===== config.mk =====
export PLATFORM = sky130hd
export DESIGN_NAME = bram_port_b_io
export DESIGN_NICKNAME = d
export VERILOG_FILES = /design/src/rtl/pong_io_pkg.sv /design/src/rtl/sync_ff.sv /design/src/rtl/bram_port_b_io.sv
export SDC_FILE = /design/constraint.sdc
export NUM_CORES = 1
export LEC_CHECK = 0
export CORE_UTILIZATION = 40
export CTS_CLUSTER_SIZE = 16
export DETAILED_ROUTE_END_ITERATION = 8
export PLACE_DENSITY_LB_ADDON = 0.1
export SYNTH_ARGS = -nofsm -noshare
export SYNTH_HDL_FRONTEND = slang
export SYNTH_SLANG_ARGS = --single-unit

===== constraint.sdc =====
create_clock -name clk -period 9.7 [get_ports clk]
set_clock_uncertainty 0.15 [all_clocks]
set_input_delay 1.94 -clock clk [delete_from_list [all_inputs] [get_ports clk]]
set_output_delay 1.94 -clock clk [all_outputs]
set_load 0.05 [all_outputs]

===== src/rtl/pong_io_pkg.sv =====
// Shared definitions for the port-B mailbox master: mailbox word offsets,
// FSM state encoding and the input-word packing helper.
package pong_io_pkg;

    localparam logic [15:0] OFF_INPUT    = 16'd0;
    localparam logic [15:0] OFF_BALL_X   = 16'd1;
    localparam logic [15:0] OFF_BALL_Y   = 16'd2;
    localparam logic [15:0] OFF_PADDLE_L = 16'd3;
    localparam logic [15:0] OFF_PADDLE_R = 16'd4;
    localparam logic [15:0] OFF_SCORE    = 16'd5;
    localparam int          N_DISP       = 5;

    typedef enum logic [2:0] {
        ST_IDLE   = 3'd0,
        ST_WRITE  = 3'd1,
        ST_READ   = 3'd2,
        ST_DRAIN  = 3'd3,
        ST_COMMIT = 3'd4
    } state_t;

    function automatic logic [15:0] pack_input(input logic [11:0] cnt, input logic [3:0] btn);
        return {cnt, btn};
    endfunction

endpackage


===== src/rtl/sync_ff.sv =====
// N-stage single-bit synchronizer for asynchronous inputs, cleared by reset.
module sync_ff #(
    parameter int STAGES = 2
) (
    input  logic clk,
    input  logic reset,
    input  logic d,
    output logic q
);

    logic [STAGES-1:0] chain_r;

    // Shift the raw input through the metastability chain.
    always_ff @(posedge clk or posedge reset) begin
        if (reset) begin
            chain_r <= {STAGES{1'b0}};
        end else begin
            chain_r <= {chain_r[STAGES-2:0], d};
        end
    end

    assign q = chain_r[STAGES-1];

endmodule


===== src/rtl/bram_port_b_io.sv =====
// Port-B master of the CPU mailbox: writes buttons/frame count once per frame,
// burst-reads the five display words and commits them atomically to shadows.
module bram_port_b_io
    import pong_io_pkg::*;
#(
    parameter logic [15:0] MBOX_BASE   = 16'hFF00,
    parameter int          SYNC_STAGES = 2
) (
    input  logic        clk,
    input  logic        reset,
    input  logic        frame_start,
    input  logic [3:0]  buttons,
    output logic [15:0] addr_b,
    output logic [15:0] data_b,
    output logic        we_b,
    input  logic [15:0] q_b,
    output logic [15:0] ball_x,
    output logic [15:0] ball_y,
    output logic [15:0] paddle_l,
    output logic [15:0] paddle_r,
    output logic [15:0] score,
    output logic        busy,
    output logic        frame_done,
    output logic        overrun
);

    logic [3:0]  btn_s;
    state_t      state_r;
    state_t      state_s;
    logic [2:0]  idx_r;
    logic [2:0]  idx_s;
    logic        accept_s;
    logic        cap_valid_r;
    logic [2:0]  cap_idx_r;
    logic [11:0] frame_cnt_r;
    logic [15:0] stage_r [N_DISP];
    logic [15:0] addr_s;
    logic [15:0] data_s;
    logic        we_s;

    for (genvar i = 0; i < 4; i++) begin : g_sync
        sync_ff #(.STAGES(SYNC_STAGES)) u_sync (
            .clk   (clk),
            .reset (reset),
            .d     (buttons[i]),
            .q     (btn_s[i])
        );
    end

    // Next-state decode; port-B outputs are derived from the upcoming state so they register in step with it.
    always_comb begin
        state_s  = state_r;
        idx_s    = idx_r;
        accept_s = 1'b0;
        case (state_r)
            ST_IDLE: begin
                if (frame_start) begin
                    state_s  = ST_WRITE;
                    accept_s = 1'b1;
                end else begin
                    state_s  = ST_IDLE;
                end
            end
            ST_WRITE: begin
                state_s = ST_READ;
                idx_s   = 3'd0;
            end
            ST_READ: begin
                if (idx_r == 3'd4) begin
                    state_s = ST_DRAIN;
                end else begin
                    idx_s = idx_r + 3'd1;
                end
            end
            ST_DRAIN:  state_s = ST_COMMIT;
            ST_COMMIT: state_s = ST_IDLE;
            default:   state_s = ST_IDLE;
        endcase

        addr_s = addr_b;
        data_s = data_b;
        we_s   = 1'b0;
        if (state_s == ST_WRITE) begin
            addr_s = MBOX_BASE + OFF_INPUT;
            data_s = pack_input(frame_cnt_r, btn_s);
            we_s   = 1'b1;
        end else if (state_s == ST_READ) begin
            addr_s = MBOX_BASE + OFF_BALL_X + {13'd0, idx_s};
        end else begin
            addr_s = addr_b;
        end
    end

    // FSM state, burst index, frame counter, overrun flag and registered port outputs.
    always_ff @(posedge clk or posedge reset) begin
        if (reset) begin
            state_r     <= ST_IDLE;
            idx_r       <= 3'd0;
            cap_valid_r <= 1'b0;
            cap_idx_r   <= 3'd0;
            frame_cnt_r <= 12'd0;
            overrun     <= 1'b0;
            addr_b      <= 16'd0;
            data_b      <= 16'd0;
            we_b        <= 1'b0;
            busy        <= 1'b0;
            frame_done  <= 1'b0;
        end else begin
            state_r     <= state_s;
            idx_r       <= idx_s;
            // read data returns one cycle after the address, so capture trails issue by one
            cap_valid_r <= (state_r == ST_READ);
            cap_idx_r   <= idx_r;
            addr_b      <= addr_s;
            data_b      <= data_s;
            we_b        <= we_s;
            busy        <= (state_s != ST_IDLE);
            frame_done  <= (state_s == ST_COMMIT);
            if (accept_s) begin
                frame_cnt_r <= frame_cnt_r + 12'd1;
            end
            if (frame_start && (state_r != ST_IDLE)) begin
                overrun <= 1'b1;
            end
        end
    end

    // Staging registers collect the burst without disturbing the visible shadows.
    always_ff @(posedge clk or posedge reset) begin
        if (reset) begin
            for (int k = 0; k < N_DISP; k++) begin
                stage_r[k] <= 16'd0;
            end
        end else if (cap_valid_r) begin
            stage_r[cap_idx_r] <= q_b;
        end
    end

    // All shadows load together on the commit edge.
    always_ff @(posedge clk or posedge reset) begin
        if (reset) begin
            ball_x   <= 16'd0;
            ball_y   <= 16'd0;
            paddle_l <= 16'd0;
            paddle_r <= 16'd0;
            score    <= 16'd0;
        end else if (state_r == ST_COMMIT) begin
            ball_x   <= stage_r[0];
            ball_y   <= stage_r[1];
            paddle_l <= stage_r[2];
            paddle_r <= stage_r[3];
            score    <= stage_r[4];
        end
    end

endmodule

==> reports/results.txt, run 1 <==
The area share of the largest cell type after synthesis is 0.659, and the number of max-capacitance violations reported is 0. Count of port buffers added during placement: 134. Setup violations remaining at the end of the flow were counted as 0. met2 is the most crowded layer. The average wire per standard cell is 17.0 µm, and the per-cell via count in the routed design is 4.86. For the normalized max-slew margin, the log shows 0.259. The worst hold path was traced through 0 stages. For the pin with the worst max-slew slack, the measured transition is 1.11 ns.

The compound-gate portion of the synthesized area was 0.0153. Type of the worst setup path: flop to output pin. The number of warnings reported in the yosys synthesis log is 0. The filler cell count in the final layout was 1,617. After synthesis, the most frequently instantiated cells are 215 x sky130_fd_sc_hd__dfrtp_1, 156 x sky130_fd_sc_hd__mux2_2, 20 x sky130_fd_sc_hd__mux2_1.

TritonCTS built the clock tree. The hold-fix buffer count after cts was 0; the share of async-settable or async-resettable flops after synthesis was 1.00. By area, the combinational part of the netlist is dominated by multiplexers.

The clock passes through at most 3 buffers. Slowest cell on the critical path: sky130_fd_sc_hd__clkdlybuf4s50_1. The total DRC errors in the routed layout is 0.

Adding up every negative setup slack in the final design gives 0 ns. The met2 layer usage reported by global route is 0.254, and the largest net degree at the start of global routing is 142. The routed design could run at a clock period as short as 3.93 ns. The largest fanout of any net on the critical path is 9, and the number of antenna cells inserted is 0. The number of gates resized after CTS was 0. Synthesis instantiated 40 different standard cells from the library. For this run, the post-layout net count is 681.

The tools report the number of setup buffers added after CTS as 0. The buffer type at the clock tree root was sky130_fd_sc_hd__clkbuf_16. The final-report max-slew violation count is 0. The tools report the number of instances in the placed design as 894. Number of clock sinks seen by CTS: 215. For the number of top-level design ports, the log shows 139. The most critical setup path has its startpoint at addr_b[14]$_DFFE_PP0P_. The initial antenna violation count was 0. The routed layout has 4,532 vias. STA classifies the critical path endpoint as an output pin. The wire length of the first global-routing pass is 25,600 µm, and the longest individual stage delay on the worst path is 0.86 ns. Synthesis produced 518 cells. The overall track demand over capacity in global routing is 0.157. After synthesis the cells add up to 0.00817 mm². The run gives 0.00538 mm² as the flip-flop and latch area. The flow ran to the end, and the final reports show no timing, DRC or antenna violations.

Register-to-register path setup slack: 6.99 ns. The tools report the end of the worst hold path as g_sync[1].u_sync.chain_r[1]$_DFF_PP0_. The tools report the initial standard-cell utilization of the core as 0.414. Class of the worst hold path: flop to flop. The synthesized design spends more area on one cell type than any other, namely sky130_fd_sc_hd__dfrtp_1. The clock transition at the register clock pins on the worst setup and hold paths after CTS was 0.06 ns.

VDD sags by at most 0.201 mV. The detailed router finished its first iteration with 112 violations. The cell family contributing the most delay on the critical path is buffers and inverters. The floorplan step defined a core boundary enclosing 0.0197 mm². The insertion delay of the later-clocked pin in the worst-skew pair is 0.50 ns. The die is 145 µm wide. Once detail routing completed, the nets flagged for antenna violations numbered 0. The placer's final routability congestion estimate came out at 0.779. The sequential-to-total area share from yosys stat is 0.659.

The share of synthesized cell area in full adder, half adder and majority cells was 0.00613. The total power density per cell area is 400 mW/mm². The most used flip-flop cell after synthesis is sky130_fd_sc_hd__dfrtp_1.

The flip-flop and latch count after synthesis is 215. The synthesized-area fraction occupied by xor and xnor cells was 0.0118; the layout-stage area growth over the synthesis result was 29.1%. The post-synthesis mux area share is 0.243, and the total congestion overflow after global routing is 0. Beginning of the worst register-to-register path: state_r[2]$_DFF_PP0_. The overall die area was 0.0210 mm². By area the synthesized netlist is led by sky130_fd_sc_hd__dfrtp_1 66%, sky130_fd_sc_hd__mux2_2 22%, sky130_fd_sc_hd__mux2_1 2.8%. The met1 track demand over resource in global routing was 0.211; the required time of the critical path was 7.61 ns. In this run the critical register-to-register path is captured at frame_cnt_r[6]$_DFFE_PP0P_. The buffer and inverter count on the worst path came out at 1. The most numerous cell in the Yosys netlist is sky130_fd_sc_hd__dfrtp_1.

Setup repair after global routing left no endpoint under its margin. The number of global-route vias before repair is 4,834, and the placement row count is 51. Final number of hold-violating endpoints: 0. The ratio of final minimum period to clock period is 0.405. The simple logic cell fraction of the synthesized area is 0.0389. Measured in cells, the most critical reg-to-reg path has a length of 6. Leaving out filler cells and counting taps, the final layout contains 933. The leakage power of the design was 4.45 nW; the per-instance average area after synthesis was 15.8 µm². The total detailed-routing wirelength is 15,900 µm.

Walking the worst path, the cells encountered are clkdlybuf4s50_1. The logs give 10,500 µm for the post-detailed-placement half-perimeter wirelength and 23 for the number of buffers added by the clock tree synthesis step. Summing all multi-input logic gate instances after layout gives 0.00263 mm².

The number of enable-type register cells in the synthesized netlist was 0; the utilization of the core after routing was 0.535. The met3 usage in global routing came out at 0.0388. The fraction of final layout cells with drive strength greater than 1 works out to 0.308. The deepest level of the CTS H-tree was 1; the detailed-routing iteration count for the pre-antenna-repair pass was 4. For this run, the top clock speed supported by timing is 254 MHz. STA classifies the critical path startpoint as a flop. The die is 145 µm tall. Hold path startpoint: g_sync[1].u_sync.chain_r[0]$_DFF_PP0_. Data on the critical path arrives at its endpoint at 1.84 ns.
-- cells by family after synthesis --
logic type      count (synthesis)
mux                           176
simple gates                   53
flops                         215
fa+ha+maj                       4
buf+inv                        39
xor+xnor                       11
compound gates                 19
other cells                     1
-- cells in the final DEF, fill, tap and decap left out, drive strengths merged, types with 2 or more instances in the layout --
master and count:
a21oi 5, and3 4, buf 5, bufinv 4, clkbuf 29, clkdlybuf4s50 134, clkinv 5, conb 4
dfrtp 215, ha 4, inv 9, mux2 176, nand2 13, nand2b 2, nand3 5, nand4 5
nor2 9, nor3 4, nor4bb 2, o211ai 3, o21a 2, o21ai 3, or3 2, xnor2 6
xor2 5
-- report_power, final --
group / internal [mW] / leakage [nW] / switching [mW]
Combinational: 0.720 / 1.49 / 1.06
Sequential: 1.30 / 2.56 / 0.241
Clock: 0.564 / 0.390 / 0.337
Total: 2.58 / 4.45 / 1.63
-- registers in the layout (all words and copies together) (netlist names) --
signal / cells
cap_valid_r: 1
stage_r: 80
data_b: 16
paddle_l: 16
addr_b: 5
score: 16
frame_cnt_r: 12
paddle_r: 16
idx_r: 3
overrun: 1
state_r: 3
frame_done: 1
ball_y: 16
ball_x: 16
cap_idx_r: 3
we_b: 1
g_sync.u_sync.chain_r: 8
busy: 1
-- worst max path at each step --
stage,slack (ns),end,cells past startpoint
2_1_floorplan,1.73,addr_b[0]$_DFFE_PP0P_,1
3_3_place_gp,5.41,frame_cnt_r[1]$_DFFE_PP0P_,3
3_5_place_dp,5.33,frame_cnt_r[4]$_DFFE_PP0P_,3
4_1_cts,5.74,addr_b[14],1
5_1_grt,5.62,frame_cnt_r[1]$_DFFE_PP0P_,3
6_report,5.77,addr_b[12],1
-- cell type report --
cell class                 instances  area share
clock buffer                      29      0.0596
clock inverter                    10      0.0150
inverter                           8     0.00356
multi-input combinational        267       0.249
sequential                       215       0.510
tap                              265      0.0315
timing repair buffer             139       0.131
-- layer usage --
layer  routed length, µm  share of wire
met3                1060          0.067
met1                7120           0.45
met4                 264          0.017
met2                7420           0.47
met5                   0              0
-- metrics by stage --
| stage | setup slack (ns) | area [µm²] | power (mW) | hold slack [ns] |
|---|---|---|---|---|
| 2_1_floorplan | 1.73 | 8180 | 2.75 | 0.181 |
| 3_3_place_gp | 5.41 | 9760 | 3.31 | 0.184 |
| 3_5_place_dp | 5.33 | 9760 | 3.36 | 0.186 |
| 4_1_cts | 5.74 | 10500 | 4.28 | 0.200 |
| 5_1_grt | 5.62 | 10500 | 4.45 | 0.202 |
| 6_report | 5.77 | 10500 | 4.22 | 0.198 |
Power figures use the tool's default switching activity.
==> run 2: changes to the inputs <==
==> constraint.sdc (replaced) <==
create_clock -name clk -period 3.55 [get_ports clk]
set_clock_uncertainty 0.15 [all_clocks]
set_input_delay 0.71 -clock clk [delete_from_list [all_inputs] [get_ports clk]]
set_output_delay 0.71 -clock clk [all_outputs]
set_load 0.05 [all_outputs]
==> reports/results.txt, run 2 (synthesized netlist as in run 1, its figures left out) <==
At the pin with the least slew margin, the transition time is 0.885 ns. The logs give 0 for the initial antenna violation count and 0.159 for the overall track demand over capacity in global routing. The largest single stage delay on the critical path is 0.87 ns.

The number of buffers added by the clock tree synthesis step was 23; the final setup violation count was 0. The total detailed-routing wirelength is 16,100 µm, and the required time of the critical path is 2.69 ns. The tools report the utilization of the core after routing as 0.533. The worst-case hold slack was 0.199 ns; the post-layout net count was 684.

In this run the power density over the cells is 1080 mW/mm². In the layout the commonest cells are 215 x sky130_fd_sc_hd__dfrtp_1, 156 x sky130_fd_sc_hd__mux2_2, 134 x sky130_fd_sc_hd__clkdlybuf4s50_1. The worst hold path belongs to the class flop to flop.

The run gives 0.0398 as the met3 usage in global routing. The most critical setup path has its startpoint at addr_b[14]$_DFFE_PP0P_. The most flop-heavy register was stage_r.

The number of top-level design ports was 139. Layout-stage area growth over the synthesis result: 28.7%. The floorplan step set the die width to 145 µm. After the first detailed-routing iteration, the DRC count stood at 133.

Sort of element at the end of the critical path: an output pin. The number of setup buffers added after CTS is 0, and the final number of hold-violating endpoints is 0. The run gives 51 as the placement row count. Counting I/O delays and the setup requirement, the final critical path takes 2.71 ns.

For this run, the detailed router's first-pass iteration total came to 4. Residual antenna-violating net count after detailed routing: 0. The largest individual stage delay along the critical path comes from the cell sky130_fd_sc_hd__clkdlybuf4s50_1. Leaving out fill and tap cells, the most frequent cell in the layout is sky130_fd_sc_hd__dfrtp_1. The tool flagged a number of max-cap violations equal to 0. The run gives 0 as the total DRC errors in the routed layout. The worst hold path passes through 0 cells. TritonCTS built the clock tree. Routability-driven placement finished with a final weighted congestion of 0.783. The clock reaches the later pin of the worst-skew pair after 0.49 ns. In this run the critical register-to-register path is launched from idx_r[0]$_DFF_PP0_. The number of gates given a new drive strength after cts was 0; the cell depth of the worst setup path was 1. After the flow finishes, the layout carries non-filler instances totaling 937. The run finished with clean final reports.

The ratio of final minimum period to clock period was 0.763; the number of instances in the placed design was 897. Buffer type at the clock tree root: sky130_fd_sc_hd__clkbuf_16. The run gives 0 as the hold-fix buffer count after cts. The clock transition at the register clock pins on the worst setup and hold paths after CTS came out at 0.06 ns. Entering global routing, the biggest net connects 107 pins. In this run the most critical hold path is launched from g_sync[1].u_sync.chain_r[0]$_DFF_PP0_. Setup repair after global routing left no endpoint under its margin. The buffer and inverter count on the worst path was 1; the fraction of final layout cells with drive strength greater than 1 was 0.310. The tree built by TritonCTS fans out to 215 sinks. Met2 layer usage reported by global route: 0.252. The critical path in this run is classified as flop to output pin.

On the critical path the largest part of the delay comes from buffers and inverters. Floorplan die height: 145 µm. The die covers 0.0210 mm².

Initial standard-cell utilization of the core: 0.414. The logs give 1.85 ns for the arrival time at the worst endpoint and 0 for the number of antenna cells inserted. The normalized max-slew margin came out at 0.408.

The count of port buffers added during placement was 134. The final-report max-slew violation count came out at 0. For the worst flop-to-flop path, the logic depth is 9. The startpoint type of the worst setup path is a flop.

Counting along the longest clock path gives a buffer depth of 3. The leakage power of the design was 4.43 nW; the core area was 0.0197 mm². Summing over every cut layer, the via total after detailed routing is 4,581. After detailed routing, the number of vias per cell comes to 4.89. The worst-case IR drop observed on VDD is 0.436 mV. Dividing the detail-routed wire length by the instance count gives 17.2 µm. The total overflow left after global routing is 0. The deepest level of the CTS H-tree came out at 1. The logs give 4,844 for the number of global-route vias before repair and 369 MHz for the timing-limited maximum frequency. The critical path goes through clkdlybuf4s50_1. The most used routing layer in global routing is met2. The wire length of the first global-routing pass was 25,900 µm; the met1 track demand over resource in global routing was 0.219. Of all nets on the critical path, the largest fanout is 9. Once detailed placement completed, the half-perimeter wirelength came to 10,500 µm. The register with the most flip-flops in the layout has 80 of them.
## run 2: where the power goes
group          leakage [nW]  switching, mW  internal (mW)
Sequential             2.56          0.665           3.55
Clock                 0.356          0.904           1.31
Combinational          1.51           2.89           1.98
## run 2: path summary, 6_finish.rpt
kind	endpoint	slack [ns]
worst max-delay path	addr_b[12]	0.84
worst min-delay path	g_sync[1].u_sync.chain_r[1]$_DFF_PP0_	0.20
worst max register to register	addr_b[2]$_DFFE_PP0P_	1.02
worst min register to register	g_sync[1].u_sync.chain_r[1]$_DFF_PP0_	0.20
max in group asynchronous	frame_cnt_r[3]$_DFFE_PP0P_	2.02
min in group asynchronous	stage_r[74]$_DFFE_PP0P_	0.61
## run 2: layout make-up
cell class | instances | area (µm²)
fillers | 1641 | 9210
flip-flops and latches | 215 | 5380
multi-input cells | 267 | 2630
repair buffers | 142 | 1430
clock buffers | 34 | 677
well taps | 265 | 332
inverters | 8 | 33.8
clock inverters | 6 | 30.0
## run 2: metrics by stage
| stage | total power, mW | setup WS [ns] | instance area (µm²) | setup TNS (ns) |
|---|---|---|---|---|
| after floorplan | 7.50 | -0.108 | 8180 | -23.25 |
| after global placement | 9.05 | 0.761 | 9800 | 0 |
| after detailed placement | 9.18 | 0.713 | 9800 | 0 |
| after CTS | 11.5 | 0.809 | 10500 | 0 |
| after global routing | 11.9 | 0.779 | 10500 | 0 |
| final | 11.3 | 0.840 | 10500 | 0 |
## run 2: routing by layer
layer,share of wire,up-vias,wire length (µm)
li1,-,2080,-
met1,0.45,2358,7230
met2,0.47,117,7630
met3,0.062,26,992
met4,0.015,0,236
met5,0,-,0
